<file path="src/rtl/signed_div32_seq.sv">
// Sequential 32-bit signed divider with MIPS DIV semantics.
// It runs one restoring shift-subtract step per cycle over 32 cycles, then applies the result signs.
module signed_div32_seq (
  input  logic        clk,
  input  logic        reset,
  input  logic        start,
  input  logic [31:0] dividend,
  input  logic [31:0] divisor,
  output logic        busy,
  output logic        done,
  output logic        div_zero,
  output logic [31:0] quotient,
  output logic [31:0] remainder
);

  typedef enum logic [1:0] {
    IDLE = 2'd0,
    RUN  = 2'd1,
    FIX  = 2'd2,
    DONE = 2'd3
  } state_t;

  state_t      r_state;
  logic [5:0]  r_cnt;
  logic [31:0] r_rem;
  logic [31:0] r_quo;
  logic [31:0] r_dvs;
  logic        r_neg_q;
  logic        r_neg_r;
  logic        r_busy;
  logic        r_done;
  logic        r_div_zero;
  logic [31:0] r_quotient;
  logic [31:0] r_remainder;

  logic [31:0] w_abs_a;
  logic [31:0] w_abs_b;
  logic [32:0] w_shift;
  logic        w_fits;
  logic [31:0] w_diff;

  // 0x80000000 maps to unsigned 2^31, which still fits the 32-bit magnitude.
  assign w_abs_a = dividend[31] ? (~dividend + 32'd1) : dividend;
  assign w_abs_b = divisor[31]  ? (~divisor  + 32'd1) : divisor;

  // The shifted partial remainder needs 33 bits; after subtraction it is always below the divisor.
  assign w_shift = {r_rem, r_quo[31]};
  assign w_fits  = (w_shift >= {1'b0, r_dvs});
  assign w_diff  = w_shift[31:0] - r_dvs;

  always_ff @(posedge clk or negedge reset) begin
    if (!reset) begin
      r_state     <= IDLE;
      r_cnt       <= 6'd0;
      r_rem       <= 32'd0;
      r_quo       <= 32'd0;
      r_dvs       <= 32'd0;
      r_neg_q     <= 1'b0;
      r_neg_r     <= 1'b0;
      r_busy      <= 1'b0;
      r_done      <= 1'b0;
      r_div_zero  <= 1'b0;
      r_quotient  <= 32'd0;
      r_remainder <= 32'd0;
    end else begin
      r_done     <= 1'b0;
      r_div_zero <= 1'b0;
      case (r_state)
        IDLE: begin
          r_busy <= 1'b0;
          if (start) begin
            if (divisor == 32'd0) begin
              r_state    <= DONE;
              r_done     <= 1'b1;
              r_div_zero <= 1'b1;
            end else begin
              r_state <= RUN;
              r_busy  <= 1'b1;
              r_cnt   <= 6'd0;
              r_rem   <= 32'd0;
              r_quo   <= w_abs_a;
              r_dvs   <= w_abs_b;
              r_neg_q <= dividend[31] ^ divisor[31];
              r_neg_r <= dividend[31];
            end
          end
        end
        RUN: begin
          r_rem <= w_fits ? w_diff : w_shift[31:0];
          r_quo <= {r_quo[30:0], w_fits};
          r_cnt <= r_cnt + 6'd1;
          if (r_cnt == 6'd31) begin
            r_state <= FIX;
          end
        end
        FIX: begin
          r_quotient  <= r_neg_q ? (~r_quo + 32'd1) : r_quo;
          r_remainder <= r_neg_r ? (~r_rem + 32'd1) : r_rem;
          r_busy      <= 1'b0;
          r_done      <= 1'b1;
          r_state     <= DONE;
        end
        DONE: begin
          r_state <= IDLE;
        end
        default: begin
          r_state <= IDLE;
          r_busy  <= 1'b0;
        end
      endcase
    end
  end

  assign busy      = r_busy;
  assign done      = r_done;
  assign div_zero  = r_div_zero;
  assign quotient  = r_quotient;
  assign remainder = r_remainder;

endmodule

</file>
<file path="config.mk">
export PLATFORM = sky130hd
export DESIGN_NAME = signed_div32_seq
export DESIGN_NICKNAME = d
export VERILOG_FILES = /design/src/rtl/signed_div32_seq.sv
export SDC_FILE = /design/constraint.sdc
export NUM_CORES = 1
export LEC_CHECK = 0
export CAP_MARGIN = 20
export CORE_MARGIN = 2
export CORE_UTILIZATION = 52
export DETAILED_ROUTE_END_ITERATION = 6
export PLACE_DENSITY = 0.89
export SLEW_MARGIN = 20
export SYNTH_ARGS = -nofsm -noshare
export SYNTH_HDL_FRONTEND = slang
export SYNTH_SLANG_ARGS = --single-unit
</file>
<file path="constraint.sdc">
create_clock -name clk -period 3.2 [get_ports clk]
set_clock_uncertainty 0.05 [all_clocks]
set_input_delay 0.64 -clock clk [delete_from_list [all_inputs] [get_ports clk]]
set_output_delay 0.64 -clock clk [all_outputs]
set_load 0.01 [all_outputs]
</file>
==> results.py, run 1 <==
metrics = {
    "status": {
        "outcome": "completed",
    },
    "power_and_ir_drop": {
        "finalPower_mw": 15.8,
        "ir_worst_vdd_mv": 0.460,
        "cellPowerDensity_nw_per_um2": 1090,
        "power.leakage_nw": 6.45,
    },
    "die": {
        "io_pins": 134,
        "fp.coreArea_sq_um": 21600,
        "die_w_um": 152,
        "std_cell_rows": 54,
        "die_area_sq_um": 23000,
        "fp.dieH_um": 152,
        "start_util_pct": 52.5,
    },
    "detailed_routing": {
        "routed_wl_mm": 31.6,
        "drc": 0,
        "via_per_inst": 5.94,
        "avgRoutedWirePerCell_um": 17.6,
        "via_count": 10700,
        "drtPass1Iterations": 5,
        "ant_nets": 0,
        "first_iter_violations": 1144,
    },
    "worst_setup_path": {
        "cp_data_required_time_ns": 3.51,
        "slowest_stage": "or4_1",
        "path_depth": 9,
        "crit_buf_inv": 1,
        "cpPeakStageDelay_ns": 0.56,
        "r2r_slack_ns": 0.07,
        "critPathCapture": "r_quo[28]",
        "cp-end-kind": "register",
        "cp-startpoint": "dividend[12]",
        "ff2ff_path_depth": 8,
        "crit_chain": "clkdlybuf4s50_1, or4_1, or4_4, or3_1, or2_4, o21ai_0, xnor2_1, mux2i_1, o21ai_0",
        "start_kind": "input pin",
        "timing.rr.end": "remainder[31]",
        "crit_family": "simple AND/OR/NAND/NOR gates",
        "reg2reg_from": "r_rem[3]",
        "critPathKind": "input pin to register",
        "cpMostUsedCell": "o21ai_0",
        "critPathArrivalTime_ns": 3.44,
        "cp_max_fo": 4,
    },
    "place": {
        "place_ws_ns": -0.504,
        "gp_congestion": 0.924,
        "place_inst": 1764,
        "post_dp_cell_area_sq_um": 13700,
        "hpwlAfterDp_mm": 22.6,
        "port_buffers": 133,
    },
    "clock_network": {
        "cts_buffer_depth": 2,
        "clockRootBuffer": "clkbuf_16",
        "cts.clk_slew.worst_paths_ns": 0.07,
        "cts_made_buffers": 17,
        "clk_latency_ns": 0.44,
        "htreeDepth": 4,
        "cts.sinks": 173,
        "cts_tree": "built",
        "cts_hold_buf": 0,
    },
    "job": {
        "cap_violations": 0,
    },
    "sta": {
        "setup_violations": 0,
        "worstMarginPinSlew_ns": 1.11,
        "post-route-period-util_pct": 97.8,
        "rsz0062_at_grt": "true",
        "min_period_ns": 3.13,
        "fmax_ghz": 0.320,
        "slew-limit-headroom_pct": 25.9,
        "tns_ns": 0,
        "maxSlewViolCount": 0,
        "final_hold_viol_count": 0,
        "hold_ws_ns": 0.117,
        "finalWorstSetupSlack_ns": 0.0706,
    },
    "final_layout": {
        "drive_above_1_share_pct": 13.9,
        "synthToLayoutAreaGrowth_pct": 28.2,
        "final_nets": 1616,
        "fin_util_pct": 67.3,
        "final_cell_area_sq_um": 14500,
        "fillers": 1634,
        "diodes": 0,
        "instances_no_fill": 1801,
    },
    "yosys": {
        "synth-simple-area-share_pct": 15.8,
        "async_reset_ff_share_pct": 100,
        "synthCells": 1319,
        "synth_area_sq_um": 11300,
        "synth_flop_cell": "dfrtp_1",
        "syn_nets": 1427,
        "synth-xor-area-share_pct": 11.3,
        "synth_enable_flop_cells": 0,
        "synth-seq-area-share_pct": 38.1,
        "synth_compound_area_share_pct": 21.7,
        "avgSynthCellArea_sq_um": 8.60,
        "synth_top_family_by_area": "compound AO/OA/AOI/OAI gates",
        "muxShareOfSynthArea_pct": 3.98,
        "synth_warnings": 0,
        "synth_fa_ha_area_share_pct": 4.59,
        "synth_seq_cells": 173,
        "synth_cell_types": 65,
    },
    "worst_hold_path": {
        "hp-class": "input pin to async pin",
    },
    "global_route": {
        "overflow": 0,
        "antenna_found_initial": 0,
        "grt_pass1_wl_mm": 49.5,
        "grt_usage_pct": 27.0,
        "grt_pass1_vias": 9924,
        "grt_max_degree": 62,
    },
}
-- per-layer routing --
layer	wire length [um]	track usage (%)	up-vias
li1	-	-	5099
met1	14100	39.4	5091
met2	14400	41.3	445
met3	2420	4.22	59
met4	750	8.89	0
met5	0	0	-
-- synth_stat cells, types with 7 or more instances --
master | count | share of area [%]
clkbuf_1 | 65 | 2.1
o41ai_1 | 18 | 1.4
nand3_1 | 21 | 0.93
o21ai_0 | 137 | 6.0
xnor2_1 | 42 | 3.2
nor2b_1 | 7 | 0.39
nor3_1 | 11 | 0.49
ha_1 | 40 | 4.4
nand2b_1 | 9 | 0.50
or2_2 | 8 | 0.44
nor2_1 | 102 | 3.4
xor2_1 | 105 | 8.1
or3_1 | 13 | 0.72
a32oi_1 | 16 | 1.2
mux2_2 | 17 | 1.7
a21oi_1 | 120 | 5.3
or4_1 | 17 | 1.1
nand4_1 | 9 | 0.50
inv_1 | 48 | 1.6
a31oi_1 | 8 | 0.44
a211oi_1 | 10 | 0.66
o31ai_1 | 38 | 2.5
a21o_1 | 20 | 1.3
nor4_1 | 11 | 0.61
o21bai_1 | 7 | 0.46
mux2i_1 | 26 | 2.3
nand2_1 | 154 | 5.1
dfrtp_1 | 173 | 38
-- cell families (layout without fill, tap and decap cells) --
group                    count (synthesis)  after routing
flip-flops                             173            173
adder cells (fa/ha/maj)                 41             41
multiplexers                            43             43
XOR/XNOR                               147            147
AND/OR/NAND/NOR                        385            385
buffers and inverters                  127            329
AO/OA/AOI/OAI                          403            403
-- power breakdown --
part | switching, mW | internal [mW] | leakage (nW)
logic | 5.08 | 4.27 | 4.01
registers | 0.995 | 3.19 | 2.13
clock network | 0.925 | 1.36 | 0.306
total | 7.00 | 8.82 | 6.45
-- what timing repair did --
item	4_1_cts	5_1_grt
pin swaps	0	3
gates resized for setup	2	31
hold endpoints to repair	0	0
setup buffers	0	4
gates cloned	0	1
setup endpoints to repair	2	71
-- state kept, by name, indices dropped and copies added (netlist names), 2 cells and up --
register and cells:
remainder 32, quotient 32, r_state 2, r_dvs 32, r_quo 32, r_rem 32, r_cnt 6
-- cells in the final DEF, fill, tap and decap left out, types with 9 or more instances in the layout --
| cell | instances |
|---|---|
| or4_1 | 14 |
| o31ai_1 | 33 |
| buf_4 | 104 |
| or3_1 | 13 |
| nor4_1 | 10 |
| o21ai_0 | 136 |
| dfrtp_1 | 172 |
| nor2_1 | 102 |
| clkbuf_16 | 18 |
| ha_1 | 37 |
| xnor2_1 | 42 |
| o41ai_1 | 16 |
| mux2i_1 | 26 |
| nand3_1 | 20 |
| a21oi_1 | 120 |
| xor2_1 | 105 |
| buf_12 | 9 |
| nor3_1 | 9 |
| a32oi_1 | 16 |
| inv_1 | 48 |
| mux2_2 | 17 |
| clkdlybuf4s50_1 | 132 |
| nand2_1 | 153 |
| a21o_1 | 20 |
| a211oi_1 | 10 |
| nand4_1 | 9 |
| nand2b_1 | 9 |
-- how the worst min path moves through the flow --
stage	from	to	slack [ns]	cells after the start
floorplan	reset	busy	0.29	0
global placement	r_dvs[17]	r_dvs[17]	0.41	2
detailed placement	r_dvs[23]	r_dvs[23]	0.42	2
CTS	reset	r_dvs[27]	0.14	1
global route	reset	r_dvs[27]	0.16	1
finish	reset	r_dvs[27]	0.12	1
-- area by class of cell --
| class | count | area (sq um) | area share [%] |
|---|---|---|---|
| sequential | 173 | 4330 | 29.8 |
| inverter | 49 | 184 | 1.26 |
| tap | 280 | 350 | 2.41 |
| clock buffer | 21 | 460 | 3.17 |
| timing repair buffer | 248 | 2330 | 16.0 |
| multi-input combinational | 1019 | 6710 | 46.1 |
| clock inverter | 11 | 181 | 1.25 |
Note: power is estimated with default switching activity, not from simulation.
==> run 2, diff against run 1 <==
--- a/config.mk
+++ b/config.mk
@@ -5,9 +5,10 @@
 export SDC_FILE = /design/constraint.sdc
 export NUM_CORES = 1
 export LEC_CHECK = 0
+export ABC_AREA = 1
 export CAP_MARGIN = 20
 export CORE_MARGIN = 2
-export CORE_UTILIZATION = 52
+export CORE_UTILIZATION = 53
 export DETAILED_ROUTE_END_ITERATION = 6
 export PLACE_DENSITY = 0.89
 export SLEW_MARGIN = 20
==> results.py, run 2 <==
metrics = {
    "power_and_ir_drop": {
        "power.leakage_nw": 8.01,
        "power_frac_seq_pct": 24.6,
        "p_sw_mw": 8.67,
        "cellPowerDensity_nw_per_um2": 1070,
        "intPower_mw": 8.04,
        "swShare_pct": 51.9,
        "power_frac_comb_pct": 62.4,
        "finalPower_mw": 16.7,
        "p_clk_share_pct": 13.0,
        "ir_worst_vdd_mv": 0.757,
    },
    "global_route": {
        "grt_pass1_vias": 12900,
        "grt_pass1_wl_mm": 64.4,
        "overflow": 0,
        "grt_max_degree": 75,
        "grt_usage_pct": 30.4,
        "antenna_found_initial": 0,
    },
    "die": {
        "io_pins": 134,
        "die_w_um": 163,
        "start_util_pct": 53.5,
        "fp.dieH_um": 163,
        "std_cell_rows": 58,
        "die_area_sq_um": 26600,
        "fp.coreArea_sq_um": 25000,
    },
    "detailed_routing": {
        "first_iter_violations": 1227,
        "drc": 0,
        "via_per_inst": 5.51,
        "via_count": 14000,
        "ant_nets": 0,
        "drtPass1Iterations": 6,
        "routed_wl_mm": 39.7,
        "avgRoutedWirePerCell_um": 15.6,
    },
    "sta": {
        "finalWorstSetupSlack_ns": 0.489,
        "rsz0062_at_grt": "false",
        "worstMarginPinSlew_ns": 0.913,
        "min_period_ns": 2.71,
        "tns_ns": 0,
        "fmax_ghz": 0.369,
        "final_hold_viol_count": 0,
        "post-route-period-util_pct": 84.7,
        "maxSlewViolCount": 0,
        "slew-limit-headroom_pct": 39.1,
        "setup_violations": 0,
    },
    "final_layout": {
        "final_nets": 2311,
        "diodes": 0,
        "final_cell_mix": "nand2_1 (649), inv_1 (292), nand3_1 (209)",
        "drive_above_1_share_pct": 4.15,
        "mostFrequentLayoutCell": "nand2_1",
        "synthToLayoutAreaGrowth_pct": 16.3,
    },
    "yosys": {
        "synth_warnings": 0,
        "synth_seq_cells": 173,
        "yosysTopAreaCell": "dfrtp_1",
        "synth_area_sq_um": 13400,
        "synth-seq-area-share_pct": 32.3,
        "synthDominantCellAreaShare_pct": 32.3,
        "synth_cell_types": 45,
        "yosysMostFrequentCell": "nand2_1",
        "synth_flop_cell": "dfrtp_1",
        "synthCells": 2097,
        "synthTopCellsByCount": "nand2_1 (649), inv_1 (293), nand3_1 (209), nor2_1 (208), dfrtp_1 (173)",
        "syn_nets": 2205,
        "async_reset_ff_share_pct": 100,
        "synth_enable_flop_cells": 0,
        "netlist_top_cells_area": "dfrtp_1 (32%), nand2_1 (18%), inv_1 (8.2%), nand3_1 (7.8%), nor2_1 (5.8%)",
        "avgSynthCellArea_sq_um": 6.39,
    },
    "clock_network": {
        "clk_latency_ns": 0.45,
        "cts_buffer_depth": 2,
        "cts_made_buffers": 17,
        "clockRootBuffer": "clkbuf_16",
        "htreeDepth": 4,
        "cts_hold_buf": 0,
        "cts.sinks": 173,
        "cts_setup_buffers": 0,
        "cts.clk_slew.worst_paths_ns": 0.08,
        "cts_tree": "built",
        "post_cts_resized": 0,
    },
    "worst_setup_path": {
        "cp_max_fo": 32,
        "cp_data_required_time_ns": 3.44,
        "cp-end-kind": "register",
        "start_kind": "register",
        "critPathArrivalTime_ns": 2.95,
        "r2r_slack_ns": 0.49,
        "critPathKind": "register to register",
    },
    "place": {
        "gp_congestion": 0.953,
        "hpwlAfterDp_mm": 31.0,
        "place_ws_ns": 0.212,
        "port_buffers": 133,
    },
    "job": {
        "cap_violations": 0,
    },
    "worst_hold_path": {
        "hp-class": "input pin to async pin",
    },
    "status": {
        "outcome": "completed",
    },
}
run 2: final timing paths:
check	to	startpoint	cells past startpoint
min reg2reg	remainder[15]	remainder[15]	2
max reg2reg	r_rem[0]	r_rem[19]	10
max in group asynchronous	r_quo[24]	reset	2
max	r_rem[0]	r_rem[19]	10
min	remainder[29]	reset	1
min in group clk	remainder[15]	remainder[15]	2
run 2: final cells by class:
cell class	instances	area [sq um]
Clock buffer	17	425
Clock inverter	15	173
Fill cell	2324	9450
Inverter	303	1140
Multi-Input combinational cell	1553	7600
Sequential cell	173	4330
Tap cell	330	413
Timing Repair Buffer	155	1510
run 2: power groups by stage:
stage               logic, mW  clock network, mW  registers (mW)
floorplan                7.21                  0            3.97
global route             11.7               2.27            4.20
finish                   10.4               2.17            4.11
CTS                      10.3               2.17            4.07
global placement         9.98                  0            4.06
detailed placement       10.2                  0            4.10
run 2: logic make-up (layout without fill, tap and decap cells):
| logic type | after synthesis | in the layout | share of synthesized area [%] |
|---|---|---|---|
| buf+inv | 371 | 490 | 11.0 |
| xor+xnor | 86 | 86 | 5.62 |
| fa+ha+maj | 41 | 41 | 3.88 |
| simple gates | 1167 | 1167 | 36.7 |
| compound gates | 259 | 259 | 10.4 |
| flops | 173 | 173 | 32.3 |
run 2: per-stage QoR:
stage / cell area [sq um] / cells / utilization (%) / hold WS (ns)
after floorplan: 13400 / 2097 / - / 0.294
after global placement: 15000 / 2514 / 59.9 / 0.414
after detailed placement: 15000 / 2514 / 59.9 / 0.419
after CTS: 15600 / 2546 / 62.3 / 0.196
after global routing: 15600 / 2546 / 62.3 / 0.192
final: 15600 / 2546 / 62.3 / 0.132
run 2: routing by layer:
layer / GRT usage (%) / part of all wire [%] / up-vias
met1: 45.2 / 47 / 6484
met4: 8.17 / 2.0 / 0
met5: 0 / 0 / -
li1: - / - / 6869
met2: 46.1 / 43 / 614
met3: 4.57 / 7.9 / 68
run 2: critical path: stages, from the launching register on:
cell and delay, ns:
dfrtp_1 0.51, ha_1 0.47, nand2_1 0.15, nor2_1 0.22
nand2_1 0.13, nor4_2 0.21, nand2_2 0.13, nand2_4 0.32
nand2_1 0.17, nand3_1 0.10, o21ai_0 0.09
==> run 3, diff against run 2 <==
--- a/config.mk
+++ b/config.mk
@@ -8,9 +8,9 @@
 export ABC_AREA = 1
 export CAP_MARGIN = 20
 export CORE_MARGIN = 2
-export CORE_UTILIZATION = 53
+export CORE_UTILIZATION = 55
 export DETAILED_ROUTE_END_ITERATION = 6
-export PLACE_DENSITY = 0.89
+export PLACE_DENSITY = 0.88
 export SLEW_MARGIN = 20
 export SYNTH_ARGS = -nofsm -noshare
 export SYNTH_HDL_FRONTEND = slang
==> constraint.sdc (replaced) <==
create_clock -name clk -period 2.7 [get_ports clk]
set_clock_uncertainty 0.05 [all_clocks]
set_input_delay 0.54 -clock clk [delete_from_list [all_inputs] [get_ports clk]]
set_output_delay 0.54 -clock clk [all_outputs]
set_load 0.01 [all_outputs]
==> results.py, run 3 (synthesis gave the netlist of run 2 again) <==
metrics = {
    "worst_setup_path": {
        "timing.rr.end": "r_rem[26]",
        "cp-end-kind": "register",
        "critPathKind": "register to register",
        "slowest_stage": "dfrtp_1",
        "crit_buf_inv": 0,
        "ff2ff_path_depth": 10,
        "crit_chain": "ha_1, nand2_1, nor2_1, nand3_1, nor3_4, nor2_4, nand2_8, nand3_1, nand2_1, nand2_1",
        "crit_family": "simple AND/OR/NAND/NOR gates",
        "cp_max_fo": 32,
        "cpMostUsedCell": "nand2_1",
        "start_kind": "register",
        "reg2reg_from": "r_rem[4]",
        "critPathArrivalTime_ns": 2.81,
        "cpPeakStageDelay_ns": 0.49,
        "cp_data_required_time_ns": 2.98,
        "r2r_slack_ns": 0.17,
    },
    "sta": {
        "fmax_ghz": 0.395,
        "hold_ws_ns": 0.0361,
        "tns_ns": 0,
        "min_period_ns": 2.53,
        "final_hold_viol_count": 0,
        "slew-limit-headroom_pct": 55.7,
        "rsz0062_at_grt": "false",
        "maxSlewViolCount": 0,
        "finalWorstSetupSlack_ns": 0.171,
        "worstMarginPinSlew_ns": 0.664,
        "setup_violations": 0,
        "post-route-period-util_pct": 93.7,
    },
    "place": {
        "place_ws_ns": 0.0585,
        "post_dp_cell_area_sq_um": 15200,
        "gp_congestion": 1.01,
        "port_buffers": 133,
        "hpwlAfterDp_mm": 30.7,
    },
    "clock_network": {
        "cts.clk_slew.worst_paths_ns": 0.08,
        "cts_hold_buf": 0,
        "cts_tree": "built",
        "clockRootBuffer": "clkbuf_16",
        "cts_setup_buffers": 0,
        "htreeDepth": 4,
        "post_cts_resized": 0,
        "clk_latency_ns": 0.44,
        "cts_made_buffers": 17,
        "cts.sinks": 173,
        "cts_buffer_depth": 2,
    },
    "power_and_ir_drop": {
        "p_sw_mw": 10.4,
        "power_frac_comb_pct": 62.9,
        "cellPowerDensity_nw_per_um2": 1270,
        "swShare_pct": 51.8,
        "power_frac_seq_pct": 24.3,
        "p_clk_share_pct": 12.8,
        "power.leakage_nw": 8.14,
        "intPower_mw": 9.66,
        "ir_worst_vdd_mv": 0.629,
    },
    "detailed_routing": {
        "via_count": 14100,
        "via_per_inst": 5.50,
        "drc": 0,
        "drtPass1Iterations": 6,
        "routed_wl_mm": 39.1,
        "ant_nets": 0,
        "avgRoutedWirePerCell_um": 15.3,
        "first_iter_violations": 1551,
    },
    "die": {
        "die_w_um": 160,
        "fp.coreArea_sq_um": 24100,
        "io_pins": 134,
        "std_cell_rows": 57,
        "fp.dieH_um": 160,
        "die_area_sq_um": 25600,
        "start_util_pct": 55.6,
    },
    "global_route": {
        "overflow": 0,
        "grt_pass1_wl_mm": 64.2,
        "grt-busiest-layer": "met2",
        "grt_usage_pct": 30.7,
        "grt_use_met1_pct": 45.7,
        "grt_use_met2_pct": 46.7,
        "grt_max_degree": 67,
        "grt_pass1_vias": 12800,
        "antenna_found_initial": 0,
        "use_met3_pct": 4.99,
    },
    "worst_hold_path": {
        "hp-class": "input pin to async pin",
    },
    "final_layout": {
        "final_cell_area_sq_um": 15800,
        "multi_input_area_sq_um": 7610,
        "final_nets": 2327,
        "mostFrequentLayoutCell": "nand2_1",
        "synthToLayoutAreaGrowth_pct": 18.0,
        "drive_above_1_share_pct": 4.84,
        "final_cell_mix": "nand2_1 (649), inv_1 (292), nand3_1 (209)",
        "diodes": 0,
        "fillers": 2267,
        "ff_latch_area_sq_um": 4330,
    },
    "status": {
        "outcome": "completed",
    },
    "job": {
        "cap_violations": 0,
    },
}
## run 3: metal layers
layer	vias to the layer above	wire [um]	part of all wire [%]
li1	6920	-	-
met1	6360	17300	44
met2	729	16800	43
met3	55	4380	11
met4	0	692	1.8
met5	-	0	0
## run 3: through the flow
stage / utilization [%] / power, mW / std cells
finish: 65.6 / 20.0 / 2556
global route: 65.6 / 21.8 / 2556
CTS: 65.5 / 19.7 / 2556
detailed placement: 63.0 / 17.1 / 2524
global placement: 63.0 / 16.7 / 2524
floorplan: - / 13.3 / 2097
## run 3: worst max path at each step
stage / endpoint / cells after the start / start
finish: r_rem[26] / 10 / r_rem[4]
global route: r_rem[2] / 10 / r_rem[4]
CTS: r_rem[26] / 10 / r_rem[4]
detailed placement: r_quo[31] / 11 / divisor[24]
global placement: r_quo[31] / 11 / divisor[24]
floorplan: r_rem[6] / 12 / r_rem[23]
## run 3: layout make-up
| cell class | count | area share (%) |
|---|---|---|
| Timing Repair Buffer | 171 | 10.9 |
| Inverter | 303 | 7.19 |
| Multi-Input combinational cell | 1553 | 48.1 |
| Sequential cell | 173 | 27.4 |
| Clock inverter | 15 | 1.26 |
| Tap cell | 324 | 2.56 |
| Clock buffer | 17 | 2.69 |
## run 3: power by group through the flow
stage	combinational [mW]	sequential, mW	clock, mW
finish	12.6	4.86	2.57
global route	14.1	4.98	2.70
CTS	12.4	4.80	2.59
detailed placement	12.2	4.84	0
global placement	11.9	4.78	0
floorplan	8.55	4.71	0
## run 3: worst register-to-register path: cells and delay by family, from the launching register on
kind | cells | cell delay, ns
AND/OR/NAND/NOR | 9 | 1.45
adder cells (fa/ha/maj) | 1 | 0.44
flip-flops | 1 | 0.49
